===== config.mk =====
export PLATFORM = sky130hd
export DESIGN_NAME = prog_counter
export DESIGN_NICKNAME = d
export VERILOG_FILES = /design/src/rtl/prog_counter_pkg.sv /design/src/rtl/prog_counter.sv
export SDC_FILE = /design/constraint.sdc
export NUM_CORES = 1
export LEC_CHECK = 0
export ABC_AREA = 1
export CAP_MARGIN = 40
export CELL_PAD_IN_SITES_DETAIL_PLACEMENT = 2
export CELL_PAD_IN_SITES_GLOBAL_PLACEMENT = 2
export CORE_ASPECT_RATIO = 0.7
export CORE_UTILIZATION = 27
export DETAILED_ROUTE_END_ITERATION = 10
export GPL_TIMING_DRIVEN = 0
export PLACE_DENSITY_LB_ADDON = 0.1
export SYNTH_ARGS = -nofsm -noshare
export SYNTH_HDL_FRONTEND = slang
export SYNTH_SLANG_ARGS = --single-unit

===== constraint.sdc =====
create_clock -name clk -period 3.9 [get_ports clk]
set_input_delay 1.17 -clock clk [delete_from_list [all_inputs] [get_ports clk]]
set_output_delay 1.17 -clock clk [all_outputs]
set_load 0.02 [all_outputs]

===== src/rtl/prog_counter_pkg.sv =====
// Shared types for the programmable counter: counting modes and control FSM states.
package prog_counter_pkg;

  // Behaviour at terminal count. The reserved encoding behaves as WRAP.
  typedef enum logic [1:0] {
    MODE_WRAP    = 2'b00,
    MODE_SAT     = 2'b01,
    MODE_ONESHOT = 2'b10,
    MODE_RSVD    = 2'b11
  } mode_e;

  // Control FSM: HALT is entered only by a ONESHOT terminal step.
  typedef enum logic {
    ST_RUN  = 1'b0,
    ST_HALT = 1'b1
  } state_e;

endpackage


===== src/rtl/prog_counter.sv =====
// Programmable up/down counter with WRAP / SAT / ONESHOT terminal behaviour,
// a registered terminal-count pulse and a sticky overflow flag.
module prog_counter
  import prog_counter_pkg::*;
#(
  parameter int unsigned        WIDTH     = 8,
  parameter logic [WIDTH-1:0]   RESET_VAL = '0
) (
  input  logic             clk,
  input  logic             rst,
  input  logic             en,
  input  logic             clr,
  input  logic             load,
  input  logic [WIDTH-1:0] load_val,
  input  logic             dir,
  input  logic [1:0]       mode,
  input  logic [WIDTH-1:0] max_val,
  input  logic             ovf_clr,
  output logic [WIDTH-1:0] count,
  output logic             tc,
  output logic             ovf,
  output logic             halted
);

  logic [WIDTH-1:0] count_q, count_d;
  logic             tc_q, tc_d;
  logic             ovf_q, ovf_d;
  state_e           state_q, state_d;
  logic             term;
  mode_e            mode_s;

  assign mode_s = mode_e'(mode);

  // Next-state: clr > load > enabled step > hold; terminal handling per mode.
  always_comb begin
    count_d = count_q;
    state_d = state_q;
    tc_d    = 1'b0;
    ovf_d   = ovf_q & ~ovf_clr;
    // Up-count treats anything at or above max_val as terminal so that
    // out-of-range loads still wrap/saturate rather than run to 2^WIDTH.
    term    = dir ? (count_q == '0) : (count_q >= max_val);

    if (clr) begin
      count_d = '0;
      state_d = ST_RUN;
    end else if (load) begin
      count_d = load_val;
      state_d = ST_RUN;
    end else if (en && (state_q == ST_RUN)) begin
      if (!term) begin
        count_d = dir ? (count_q - WIDTH'(1)) : (count_q + WIDTH'(1));
      end else begin
        tc_d = 1'b1;
        case (mode_s)
          MODE_SAT:     count_d = count_q;
          MODE_ONESHOT: state_d = ST_HALT;
          default: begin
            // WRAP and reserved: wrap and flag; set wins over ovf_clr.
            count_d = dir ? max_val : '0;
            ovf_d   = 1'b1;
          end
        endcase
      end
    end
  end

  // State registers with asynchronous active-high reset.
  always_ff @(posedge clk or posedge rst) begin
    if (rst) begin
      count_q <= RESET_VAL;
      tc_q    <= 1'b0;
      ovf_q   <= 1'b0;
      state_q <= ST_RUN;
    end else begin
      count_q <= count_d;
      tc_q    <= tc_d;
      ovf_q   <= ovf_d;
      state_q <= state_d;
    end
  end

  assign count  = count_q;
  assign tc     = tc_q;
  assign ovf    = ovf_q;
  assign halted = (state_q == ST_HALT);

endmodule


Yosys cells after proc, flatten, opt, wreduce, memory -nomap -nowiden
Cells that the tools add are included.

cells by class
  magnitude comparators = 1
  bitwise logic cells = 3
  reductions and logical operators = 8
  multiplexer cells = 22
  $add $sub $neg = 2
  eq/ne operators = 3

operators by type and width
  kind                   count
  $mux W8                7
  $mux W1                15
  $reduce_bool A3 Y1     3
  $add A8 B1 Y8 const B  1
  $ge A8 B8 Y1           1
  $logic_not A8 Y1       1
  $sub A8 B1 Y8 const B  1
  $ne A4 B4 Y1 const B   1
  $reduce_and A3 Y1      1
  $eq A2 B1 Y1 const B   1
  $eq A2 B2 Y1 const B   1
  $not A1 Y1             2
  $reduce_and A2 Y1      1
  $reduce_or A2 Y1       1
  $and A1 B1 Y1          1
  $logic_and A1 B1 Y1    1

storage, ports and cells
  output and inout port bits = 11
  logic and storage cells = 43
  flip-flop bits (word level) = 11

Longest topological paths before layout
  depth after elaboration = 7
  depth in mapped cells = 17
  mapped depth without buffers = 16

Worst setup path before layout
OpenSTA, ideal clock, no wires.

  path type = input to register
  from = input max_val[5]
  to = register count_q[6], in the netlist count[6]
  data arrival time = 2.252 ns
  setup time = 0.117 ns
  cell stages on the path = 13
  path slack = 1.531 ns
  cell sequence = inv_1 > ha_1 > a21oi_1 > nor2_1 > nor2_1 > nand2_2 > buf_6 > nand2_8 > nand2_2 > nand2_1 > nand2_1 > nand3_1 > nand2_1

on the way
  cells in the longest elaborated chain, start to end = 6
  elaborated cells on any way between the ends = 8
  those cells by class = 1 x order compare; 1 x eq/ne; 5 x mux; 1 x reduce/logical

RTL lines
  what                    line                source
  start: declaration      prog_counter.sv:17  input logic [WIDTH-1:0] max_val,
  $ge A8 B8 Y1 *          prog_counter.sv:42  term = dir ? (count_q == '0) : (count_q >= max_val);
  $mux W1 *               prog_counter.sv:42
  $mux W8                 prog_counter.sv:51  if (!term) begin
  $mux W8                 prog_counter.sv:50  end else if (en && (state_q == ST_RUN)) begin
  $mux W8                 prog_counter.sv:47  end else if (load) begin
  $mux W8                 prog_counter.sv:44  if (clr) begin
  end signal: assignment  prog_counter.sv:76  count_q <= count_d;
  end: declaration        prog_counter.sv:25  logic [WIDTH-1:0] count_q, count_d;

Every way passes the cells marked *; elsewhere a longest branch is shown, timed or not. The select of a mux whose other input is x is not followed.
A chain may end at the register's enable or synchronous reset.

Final worst setup path
  from = input dir
  to = register count_q[7], in the netlist count[7]

on the way
  cells in the longest elaborated chain, start to end = 6
  elaborated cells on any way between the ends = 10
  those cells by class = 1 x eq/ne; 8 x mux; 1 x reduce/logical

RTL lines
  what                line                source
  start: declaration  prog_counter.sv:15  input logic dir,
  $mux W8             prog_counter.sv:60  count_d = dir ? max_val : '0;
  $mux W8             prog_counter.sv:55  case (mode_s)
  $mux W8             prog_counter.sv:51
  $mux W8             prog_counter.sv:50
  $mux W8             prog_counter.sv:47
  $mux W8             prog_counter.sv:44

Parallel ways exist; a longest one is shown, timed or not. The select of a mux whose other input is x is not followed.

==> flow_summary.ini <==
[floorplanning]
start_util_pct = 28.3
fp.coreArea_mm2 = 0.00478
die_area_mm2 = 0.00530
die_x_um = 86.6
num_rows = 21
io_pins = 36
fp.dieH_um = 61.2

[critical_path]
arrival_ns = 3.21
regToRegEndpoint = count[7]
required_ns = 4.03
path_cells = clkdlybuf4s50_1 > ha_1 > nand3_1 > nand3_1 > nand2_1 > nand2_1 > nand2_1 > nand2_1 > nand2_2 > nand2_1 > nand2_1 > nand3_1 > nand2_1
r2r-start = count[0]
regToRegSetupSlack_ns = 1.85
crit_top_cell = nand2_1
path_class = in -> reg
crit_path_max_fanout = 9
critPathLaunchType = input pin
cp_slowest_stage_delay_ns = 0.65
r2r_cells = 15
cp-end-kind = flip-flop
cpMaxStageDelayCell = clkdlybuf4s50_1

[detailed_routing]
drt-pass1-iter-count = 4
post_drt_wl_per_cell_um = 13.9
routed_wl_um = 4450
vias_per_cell = 4.66
drc = 0
ant_nets = 0
num_vias = 1490
first_iter_violations = 52

[yosys]
avgSynthCellArea_um2 = 6.34
synth-seq-cells = 11
synth.cell_area_mm2 = 0.00135
syn_nets = 254
ys_types = 22
synth_seq_area_share_pct = 20.4
yosysWarnings = 0
syn_inst = 213

[timing]
fin_crit_sh_pct = 78.8
hold_violations = 0
period_minus_slack_ns = 3.07
slew_viol_final = 0
rsz0062_at_grt = no
finClkSkew_ns = 0.00159
worst_pin_slew_ns = 0.468
setup_violations = 0
hold_slack_ns = 0.526
finalSetupTns_ns = 0
clock.fmax_mhz = 325
max_slew_margin_pct = 68.7

[cts]
clockBufferDepth = 2
path_clk_slew_ns = 0.05
cts.hold.buffers_added = 0
postCtsSetupBuffers = 0
cts.sinks = 11
postCtsResizedCells = 0
htree_levels = 1
cts_tree = yes
worstSkewPairLatency_ns = 0.24
cts_buffers = 3
cts-root-buf = clkbuf_8

[layout]
fin_nets = 293
finish.instance_area_mm2 = 0.00182
layout-drive-gt1-share_pct = 6.77
area_growth_pct = 34.9
insertedDiodeCount = 0
fill_cells = 605
fin_util_pct = 38.1
seqCellArea_um2 = 275
multi_input_area_um2 = 897

[global_route]
grt-ovfl-total = 0
grt_max_degree = 12
grt_pass1_wl_um = 7250
grt_use_total_pct = 18.1
grt_pass1_vias = 1473
antenna_found_initial = 0

[place]
gp_congestion = 0.778
dpl_cell_area_mm2 = 0.00178
dpl.hpwl_um = 3690
io_buffers = 34

[run_status]
status = finished, final reports clean

[hold_path]
hp-class = reg -> reg
hold_end = halted
hold_path_depth = 2
min_from = halted

[power]
p_leak_nw = 1.00
powerDensity_mw_per_mm2 = 301
power_mw = 0.549
irDropWorstVdd_mv = 0.133

[job]
max_cap_violations = 0
-- worst max path at each step --
stage / from / end / cells past startpoint
after detailed placement: dir / count[7] / 13
final: dir / count[7] / 13
after global placement: dir / count[7] / 13
after floorplan: max_val[5] / count[6] / 13
after global routing: dir / count[7] / 13
after CTS: dir / count[7] / 13
-- routing by layer --
layer	track usage, %	vias up	part of all wire [%]
li1	-	752	-
met1	25.2	708	51
met2	31.0	30	45
met3	3.49	0	3.7
met4	1.43	0	0
met5	0	-	0
-- final cells by class --
cell class	count	area share (%)
Sequential cell	11	15.1
Timing Repair Buffer	34	18.7
Inverter	34	7.00
Tap cell	69	4.74
Multi-Input combinational cell	162	49.2
Clock buffer	4	2.47
Buffer	6	2.81
-- registers in the layout (all words and copies together) (netlist names) --
register  count
tc            1
count         8
halted        1
ovf           1
-- cell usage after synthesis (all sizes together) --
master	count	area (um^2)
xnor2	3	26.3
nand3	37	185
nand2b	1	6.26
nor2	28	108
ha	15	188
xor2	1	8.76
dfrtp	11	275
buf	6	51.3
inv	34	128
a21o	1	7.51
nand4	6	37.5
a21oi	5	28.8
fa	1	20.0
o22ai	1	6.26
nand2	63	275
-- cell usage in the layout (no fill, tap or decap), types with 4 or more instances in the layout --
| master | n |
|---|---|
| nand2_1 | 57 |
| ha_1 | 15 |
| nand3_1 | 37 |
| nor2_1 | 27 |
| dfrtp_1 | 11 |
| inv_1 | 34 |
| clkdlybuf4s50_1 | 34 |
| nand4_1 | 6 |
| a21oi_1 | 4 |
-- report_power, final --
part           leakage [nW]  total, mW  switching [mW]  internal [mW]
combinational         0.837      0.283           0.159          0.124
sequential            0.144      0.149          0.0232          0.126
clock                0.0228      0.117          0.0454         0.0720
-- cell families after synthesis --
logic type                 Yosys count  share of synthesized area [%]
xor gates and xnor gates             4                           2.59
adders and majority gates           16                           15.4
and+or+nand+nor                    135                           45.3
AOI/OAI and AO/OA                    7                           3.15
DFF                                 11                           20.4
buffers and inverters               40                           13.2
-- metrics by stage --
stage	setup slack [ns]	instances
after floorplan	1.53	213
after global placement	0.633	316
after detailed placement	0.568	316
after CTS	0.821	320
after global routing	0.629	320
final	0.826	320
-- critical path, delay by kind of cell --
kind | cells | cell delay, ns
AND/OR/NAND/NOR | 11 | 0.84
buffers and inverters | 1 | 0.65
adder cells (fa/ha/maj) | 1 | 0.54
Power figures use the tool's default switching activity.
